**config.mk**
```make
export PLATFORM = sky130hd
export DESIGN_NAME = food_placer_flat
export DESIGN_NICKNAME = d
export VERILOG_FILES = /design/src/rtl/snake_pkg.sv /design/src/rtl/food_placer_if.sv /design/src/rtl/food_grid_snap.sv /design/src/rtl/food_placer.sv /design/src/flat_wrapper.sv
export SDC_FILE = /design/constraint.sdc
export NUM_CORES = 1
export LEC_CHECK = 0
export ABC_AREA = 1
export ABC_CLOCK_PERIOD_IN_PS = 1300
export CAP_MARGIN = 20
export CORE_MARGIN = 8
export CORE_UTILIZATION = 50
export DETAILED_ROUTE_END_ITERATION = 10
export DONT_BUFFER_PORTS = 1
export SYNTH_ARGS = -nofsm -noshare
export SYNTH_HDL_FRONTEND = slang
export SYNTH_SLANG_ARGS = --single-unit
```
**constraint.sdc**
```tcl
create_clock -name clock -period 1.3 [get_ports clock]
set_input_delay 0.195 -clock clock [delete_from_list [all_inputs] [get_ports clock]]
set_output_delay 0.195 -clock clock [all_outputs]
set_load 0.02 [all_outputs]
```
**src/rtl/snake_pkg.sv**
```systemverilog
// Shared snake-game constants and the food placer state type.
// Screen is 240x320 pixels on an 8-pixel grid.
package snake_pkg;

    localparam int unsigned X_W        = 8;
    localparam int unsigned Y_W        = 9;
    localparam int unsigned GRID_SHIFT = 3;

    localparam logic [X_W-1:0] SCREEN_W = 8'd240;
    localparam logic [Y_W-1:0] SCREEN_H = 9'd320;

    typedef enum logic [2:0] {
        ST_IDLE,
        ST_SAMPLE,
        ST_CHECK,
        ST_QUERY,
        ST_PLACE
    } food_state_t;

endpackage

```
**src/rtl/food_placer_if.sv**
```systemverilog
// Occupancy query handshake between the food placer (master) and the
// snake-body lookup (slave); occ_hit is valid in the occ_ack cycle.
interface food_placer_if;

    logic                          occ_req;
    logic [snake_pkg::X_W-1:0]     occ_x;
    logic [snake_pkg::Y_W-1:0]     occ_y;
    logic                          occ_ack;
    logic                          occ_hit;

    modport master (
        output occ_req, occ_x, occ_y,
        input  occ_ack, occ_hit
    );

    modport slave (
        input  occ_req, occ_x, occ_y,
        output occ_ack, occ_hit
    );

endinterface

```
**src/rtl/food_grid_snap.sv**
```systemverilog
// Registers a grid-snapped candidate from the random XY inputs together
// with its on-screen flag, so the checking state sees a stable sample.
module food_grid_snap
    import snake_pkg::*;
#(
    parameter int unsigned SHIFT = 3
) (
    input  logic           clock,
    input  logic           reset,
    input  logic           i_sample,
    input  logic [X_W-1:0] i_rand_x,
    input  logic [Y_W-1:0] i_rand_y,
    output logic [X_W-1:0] o_cx,
    output logic [Y_W-1:0] o_cy,
    output logic           o_in_bounds
);

    localparam logic [X_W-1:0] X_MASK = {X_W{1'b1}} << SHIFT;
    localparam logic [Y_W-1:0] Y_MASK = {Y_W{1'b1}} << SHIFT;

    logic [X_W-1:0] w_cx;
    logic [Y_W-1:0] w_cy;
    logic [X_W-1:0] r_cx;
    logic [Y_W-1:0] r_cy;
    logic           r_in_bounds;

    assign w_cx = i_rand_x & X_MASK;
    assign w_cy = i_rand_y & Y_MASK;

    always_ff @(posedge clock) begin
        if (reset) begin
            r_cx        <= '0;
            r_cy        <= '0;
            r_in_bounds <= 1'b0;
        end else if (i_sample) begin
            r_cx        <= w_cx;
            r_cy        <= w_cy;
            r_in_bounds <= (w_cx < SCREEN_W) && (w_cy < SCREEN_H);
        end
    end

    assign o_cx        = r_cx;
    assign o_cy        = r_cy;
    assign o_in_bounds = r_in_bounds;

endmodule

```
**src/rtl/food_placer.sv**
```systemverilog
// Picks a free, on-screen, grid-aligned food cell by sampling random XY and
// querying snake occupancy. FOOD_RETRY_LIMIT_EN bounds the search by MAX_TRIES.
module food_placer
    import snake_pkg::*;
#(
    parameter int unsigned    GRID_SHIFT = snake_pkg::GRID_SHIFT,
    parameter logic [X_W-1:0] INIT_X     = 8'd120,
    parameter logic [Y_W-1:0] INIT_Y     = 9'd160,
    parameter int unsigned    MAX_TRIES  = 15
) (
    input  logic           clock,
    input  logic           reset,
    input  logic [X_W-1:0] randomX,
    input  logic [Y_W-1:0] randomY,
    input  logic           place_req,
    food_placer_if.master  occ,
    output logic [X_W-1:0] food_x,
    output logic [Y_W-1:0] food_y,
    output logic           food_valid,
    output logic           busy,
    output logic           place_done,
    output logic           place_fail
);

    food_state_t    r_state;
    logic [X_W-1:0] r_food_x;
    logic [Y_W-1:0] r_food_y;
    logic           r_food_valid;
    logic           r_busy;
    logic           r_done;
    logic           r_occ_req;
    logic [X_W-1:0] r_occ_x;
    logic [Y_W-1:0] r_occ_y;
    logic [3:0]     r_tries;

    logic           w_sample;
    logic [X_W-1:0] w_cx;
    logic [Y_W-1:0] w_cy;
    logic           w_in_bounds;
    logic           w_reject;
    logic [3:0]     w_tries_next;

    assign w_sample = (r_state == ST_SAMPLE);

    food_grid_snap #(
        .SHIFT (GRID_SHIFT)
    ) u_snap (
        .clock       (clock),
        .reset       (reset),
        .i_sample    (w_sample),
        .i_rand_x    (randomX),
        .i_rand_y    (randomY),
        .o_cx        (w_cx),
        .o_cy        (w_cy),
        .o_in_bounds (w_in_bounds)
    );

    // A rejected candidate either fell off-screen or landed on the snake.
    assign w_reject = ((r_state == ST_CHECK) && !w_in_bounds) ||
                      ((r_state == ST_QUERY) && occ.occ_ack && occ.occ_hit);
    assign w_tries_next = (r_tries == 4'hF) ? r_tries : r_tries + 4'd1;

`ifdef FOOD_RETRY_LIMIT_EN
    localparam logic [3:0] TRY_LIMIT = 4'(MAX_TRIES);
    logic r_fail;
    logic w_limit_hit;
    assign w_limit_hit = (w_tries_next >= TRY_LIMIT);
    assign place_fail  = r_fail;
`else
    logic w_unused_limit;
    assign w_unused_limit = ^MAX_TRIES;
    assign place_fail     = 1'b0;
`endif

    always_ff @(posedge clock) begin
        if (reset) begin
            r_state      <= ST_IDLE;
            r_food_x     <= INIT_X;
            r_food_y     <= INIT_Y;
            r_food_valid <= 1'b1;
            r_busy       <= 1'b0;
            r_done       <= 1'b0;
            r_occ_req    <= 1'b0;
            r_occ_x      <= '0;
            r_occ_y      <= '0;
            r_tries      <= '0;
`ifdef FOOD_RETRY_LIMIT_EN
            r_fail       <= 1'b0;
`endif
        end else begin
            r_done <= 1'b0;
`ifdef FOOD_RETRY_LIMIT_EN
            r_fail <= 1'b0;
`endif
            case (r_state)
                ST_IDLE: begin
                    if (place_req) begin
                        r_food_valid <= 1'b0;
                        r_busy       <= 1'b1;
                        r_tries      <= '0;
                        r_state      <= ST_SAMPLE;
                    end
                end
                ST_SAMPLE: r_state <= ST_CHECK;
                ST_CHECK: begin
                    if (w_in_bounds) begin
                        r_occ_req <= 1'b1;
                        r_occ_x   <= w_cx;
                        r_occ_y   <= w_cy;
                        r_state   <= ST_QUERY;
                    end
                end
                ST_QUERY: begin
                    if (occ.occ_ack) begin
                        r_occ_req <= 1'b0;
                        if (!occ.occ_hit) begin
                            r_food_x     <= r_occ_x;
                            r_food_y     <= r_occ_y;
                            r_food_valid <= 1'b1;
                            r_done       <= 1'b1;
                            r_state      <= ST_PLACE;
                        end
                    end
                end
                ST_PLACE: begin
                    r_busy  <= 1'b0;
                    r_state <= ST_IDLE;
                end
                default: r_state <= ST_IDLE;
            endcase

            // Rejection handling overrides the per-state next state above.
            if (w_reject) begin
`ifdef FOOD_RETRY_LIMIT_EN
                if (w_limit_hit) begin
                    r_fail       <= 1'b1;
                    r_food_valid <= 1'b1;
                    r_busy       <= 1'b0;
                    r_state      <= ST_IDLE;
                end else begin
                    r_tries <= w_tries_next;
                    r_state <= ST_SAMPLE;
                end
`else
                r_tries <= w_tries_next;
                r_state <= ST_SAMPLE;
`endif
            end
        end
    end

    assign occ.occ_req = r_occ_req;
    assign occ.occ_x   = r_occ_x;
    assign occ.occ_y   = r_occ_y;
    assign food_x      = r_food_x;
    assign food_y      = r_food_y;
    assign food_valid  = r_food_valid;
    assign busy        = r_busy;
    assign place_done  = r_done;

endmodule
```
**src/flat_wrapper.sv**
```systemverilog
// flat-port wrapper written by rule: the top's interface ports become plain ports
module food_placer_flat import snake_pkg::*;
#(
    parameter int unsigned    GRID_SHIFT = snake_pkg::GRID_SHIFT,
    parameter logic [X_W-1:0] INIT_X     = 8'd120,
    parameter logic [Y_W-1:0] INIT_Y     = 9'd160,
    parameter int unsigned    MAX_TRIES  = 15
)
  (clock, reset, randomX, randomY, place_req, food_x, food_y, food_valid, busy, place_done, place_fail, occ_occ_req, occ_occ_x, occ_occ_y, occ_occ_ack, occ_occ_hit);
  food_placer_if occ_i ();
  input  logic clock;
  input  logic reset;
  input  logic [X_W-1:0] randomX;
  input  logic [Y_W-1:0] randomY;
  input  logic place_req;
  output logic [X_W-1:0] food_x;
  output logic [Y_W-1:0] food_y;
  output logic food_valid;
  output logic busy;
  output logic place_done;
  output logic place_fail;
  output wire logic [$bits(occ_i.occ_req)-1:0] occ_occ_req;
  output wire logic [$bits(occ_i.occ_x)-1:0] occ_occ_x;
  output wire logic [$bits(occ_i.occ_y)-1:0] occ_occ_y;
  input wire logic [$bits(occ_i.occ_ack)-1:0] occ_occ_ack;
  input wire logic [$bits(occ_i.occ_hit)-1:0] occ_occ_hit;
  assign occ_occ_req = occ_i.occ_req;
  assign occ_occ_x = occ_i.occ_x;
  assign occ_occ_y = occ_i.occ_y;
  assign occ_i.occ_ack = occ_occ_ack;
  assign occ_i.occ_hit = occ_occ_hit;
  food_placer #(.GRID_SHIFT(GRID_SHIFT), .INIT_X(INIT_X), .INIT_Y(INIT_Y), .MAX_TRIES(MAX_TRIES)) u_core (.clock(clock), .reset(reset), .randomX(randomX), .randomY(randomY), .place_req(place_req), .occ(occ_i), .food_x(food_x), .food_y(food_y), .food_valid(food_valid), .busy(busy), .place_done(place_done), .place_fail(place_fail));
endmodule
```
==> parameters.txt <==
Parameter                              Value

Status
  Run status ... finished, final reports clean

Global route
  Number of global-route vias before repair ... 1,295
  Global-route wire length before repair ... 5934 um
  Initial antenna violation count ... 0
  Pin count of the biggest net entering global routing ... 20
  Sum of overflow across all layers after global routing ... 0
  Overall track demand over capacity in global routing ... 0.1433

Synthesis
  Number of distinct library cells after synthesis ... 25
  Average size of a mapped cell ... 8.362 um2
  Multiplexer fraction of the synthesized cell area ... 0
  Syn Inst Count ... 199
  Sequential-to-total area share from yosys stat ... 0.4932
  Xor and xnor fraction of the mapped netlist area ... 0
  Area share of and/or/nand/nor cells after synthesis ... 0.1632
  Dominant combinational cell family by area after synthesis ... compound AO/OA/AOI/OAI gates
  Yosys Warn Count ... 0
  Summed instance area of the synthesized netlist ... 0.001664 mm2
  Share of the synthesized area in compound gates (AO/OA/AOI/OAI) ... 0.1970
  Synth Register Bits ... 41
  Arithmetic-cell share of the synthesized area counting full adders, half adders and majority gates ... 0

Floorplanning
  Die footprint ... 0.005430 mm2
  Number of standard-cell rows in the floorplan ... 21
  Num ports ... 61
  Chip Height ... 73.69 um
  Core box area ... 0.003258 mm2
  Width of the die ... 73.69 um
  Effective utilization at floorplan ... 0.5108

Setup path
  Sort of element at the end of the critical path ... flop
  Worst reg2reg path depth ... 5
  Worst Setup Path Type ... reg -> reg
  Top fanout value on the critical path ... 19
  Worst path required time ... 1.53 ns
  Launching element of the worst setup path ... u_core.r_state[0]$_SDFFE_PP0P_
  Worst reg2reg endpoint ... u_core.occ.occ_y[8]$_SDFFE_PP0P_
  Critical path launch point type ... flop
  Capturing instance or port of the critical path ... u_core.occ.occ_y[8]$_SDFFE_PP0P_
  Worst reg2reg startpoint ... u_core.r_state[0]$_SDFFE_PP0P_
  Setup slack, reg-to-reg ... 0.10 ns
  Data arrival at the endpoint of the critical path ... 1.43 ns

Finish
  Fraction of final layout cells sized beyond drive strength 1 ... 0.1362
  Post-layout nets ... 234
  Antenna Diode Count ... 0
  Most frequent cells in the layout ... sky130_fd_sc_hd__dfxtp_1, sky130_fd_sc_hd__nand2_1, sky130_fd_sc_hd__a21oi_1, sky130_fd_sc_hd__inv_1, sky130_fd_sc_hd__conb_1
  Area Growth Syn to Fin ... 13.53%
  Leading cell type in the layout, fill and taps excluded ... sky130_fd_sc_hd__dfxtp_1

CTS
  # clock sinks ... 41
  Number of H-tree branching levels ... 2
  Clock tree root driver cell ... sky130_fd_sc_hd__clkbuf_4
  TritonCTS clock tree ... yes
  Clock-pin transition on the worst setup and hold timing paths ... 0.11 ns
  Worst-Skew Late Latency ... 0.33 ns
  Maximum clock insertion buffer count ... 2
  Number of buffers added by the clock tree synthesis step ... 5

STA
  Final Cycle Share ... 0.9214
  Number of setup violations in the final report ... 0
  Final Hold Viols ... 0
  Maximum achievable frequency ... 834.9 MHz
  Worst Slack Setup Final ... 0.1022 ns
  Clk_skew ... 0.003691 ns
  Slew at the pin closest to its max-slew limit ... 0.6549 ns
  Unrepaired setup endpoints after global routing ... yes
  Relative slew slack ... 0.5619
  Fin crit period ... 1.198 ns
  Count of final max-slew check failures ... 0

Placed design
  Quantity of I/O buffers inserted on ports ... 0
  Placement-stage worst setup slack ... 0.03824 ns
  Half-perimeter wire length after placement ... 2596 um
  Routability cong. ... 0.8048

Power and ir drop
  Power density relative to cell area ... 1484 mW/mm2
  P_leak ... 0.7781 nW
  Worst IR Drop VDD ... 0.0009540 V
  Total design power ... 2.804 mW

Drt
  Total vias in the final route ... 1,303
  Final WL ... 3752 um
  Detailed-routing iteration count for the pre-antenna-repair pass ... 4
  Initial DRC Count ... 71
  Antenna-violating nets left ... 0
  Routed wire length per instance ... 14.49 um
  Vias per std cell ... 5.031
  DRC violation count after routing ... 0

Flow run
  Maximum capacitance violations ... 0

Worst hold path
  Path class of the lowest-slack min-delay path ... in -> reg
[layer usage]
layer,vias to the layer above,part of all wire,global-route usage
met5,-,0,0
met4,0,0.017,0.06208
met3,6,0.11,0.06685
met2,56,0.51,0.2470
met1,594,0.37,0.1435
li1,647,-,-
[how the worst min path moves through the flow]
stage / from / endpoint / slack [ns] / cells after the start
after global routing: occ_occ_ack / u_core.occ.occ_req$_SDFFE_PP0P_ / 0.02 / 3
after global placement: reset / u_core.busy$_SDFFE_PP0P_ / 0.27 / 1
final: occ_occ_ack / u_core.occ.occ_req$_SDFFE_PP0P_ / 0.03 / 3
after detailed placement: reset / u_core.u_snap.o_cx[3]$_SDFFE_PP0N_ / 0.27 / 1
after CTS: occ_occ_ack / u_core.occ.occ_req$_SDFFE_PP0P_ / 0.02 / 3
after floorplan: randomY[8] / u_core.u_snap.o_cy[8]$_SDFFE_PP0N_ / 0.34 / 2
[worst max-delay path, cell delays in order (launching register included)]
cell and delay (ns):
sky130_fd_sc_hd__dfxtp_2 0.36, sky130_fd_sc_hd__nor2_2 0.14, sky130_fd_sc_hd__nand3_2 0.15, sky130_fd_sc_hd__buf_12 0.19
sky130_fd_sc_hd__o21ai_0 0.17, sky130_fd_sc_hd__a21oi_1 0.07
[registers in the layout, indices dropped and copies added, names as in the netlist]
name,flops
u_core.food_y,6
u_core.occ.occ_y,6
u_core.u_snap.o_cy,6
u_core.food_x,5
u_core.occ.occ_x,5
u_core.u_snap.o_cx,5
u_core.r_state,3
u_core.busy,1
u_core.food_valid,1
u_core.occ.occ_req,1
u_core.place_done,1
u_core.u_snap.o_in_bounds,1
[power by group]
part           internal [mW]  switching [mW]
Sequential              1.36           0.124
Combinational          0.174           0.293
Clock                  0.460           0.389
[area by class of cell]
type | instances | area, um2
Clock buffer | 7 | 55.05
Clock inverter | 1 | 30.03
Fill cell | 322 | 1369
Inverter | 22 | 91.34
Multi-Input combinational cell | 126 | 656.9
Sequential cell | 41 | 823.3
Tap cell | 46 | 57.56
Timing Repair Buffer | 16 | 175.2
[logic make-up after synthesis]
group | Yosys count
other cells | 1
flops | 41
simple gates | 57
buf+inv | 44
compound gates | 56
[synth_stat cells]
library cell | instances | area (um2)
sky130_fd_sc_hd__dfxtp_1 | 41 | 820.8
sky130_fd_sc_hd__nand2_1 | 35 | 131.4
sky130_fd_sc_hd__a21oi_1 | 31 | 155.2
sky130_fd_sc_hd__inv_1 | 21 | 78.83
sky130_fd_sc_hd__buf_4 | 15 | 112.6
sky130_fd_sc_hd__o21ai_0 | 11 | 55.05
sky130_fd_sc_hd__nand3_1 | 7 | 35.03
sky130_fd_sc_hd__o21ai_1 | 7 | 35.03
sky130_fd_sc_hd__o211ai_2 | 6 | 75.07
sky130_fd_sc_hd__buf_2 | 5 | 25.02
sky130_fd_sc_hd__nor2_1 | 4 | 15.01
sky130_fd_sc_hd__nand2_2 | 2 | 12.51
sky130_fd_sc_hd__nand3_2 | 2 | 20.02
sky130_fd_sc_hd__buf_6 | 1 | 11.26
sky130_fd_sc_hd__clkbuf_1 | 1 | 3.750
sky130_fd_sc_hd__clkinv_4 | 1 | 8.760
sky130_fd_sc_hd__conb_1 | 1 | 3.750
sky130_fd_sc_hd__nand2_4 | 1 | 11.26
sky130_fd_sc_hd__nand3b_1 | 1 | 7.510
sky130_fd_sc_hd__nand4_1 | 1 | 6.260
sky130_fd_sc_hd__nor2_2 | 1 | 6.260
sky130_fd_sc_hd__nor2_4 | 1 | 11.26
sky130_fd_sc_hd__nor3_1 | 1 | 5.000
sky130_fd_sc_hd__nor3_2 | 1 | 10.01
sky130_fd_sc_hd__o31ai_1 | 1 | 7.510
[repair_timing]
item | 4_1_cts | 5_1_grt
endpoints found under the setup margin | 0 | 21
setup buffers | 0 | 0
gates resized for setup | 0 | 4
hold endpoints to repair | 17 | 0
hold buffers | 12 | 0
[stage by stage]
step | std cells | hold slack [ns] | setup TNS (ns) | util | area (um2)
CTS | 259 | 0.01811 | 0 | 0.5753 | 1874
finish | 259 | 0.03265 | 0 | 0.5799 | 1889
global placement | 239 | 0.2667 | 0 | 0.5123 | 1669
detailed placement | 239 | 0.2686 | 0 | 0.5123 | 1669
floorplan | 211 | 0.3378 | 0 | - | 1709
global route | 259 | 0.02087 | -0.01085 | 0.5799 | 1889
(Power assumes the default switching activity.)
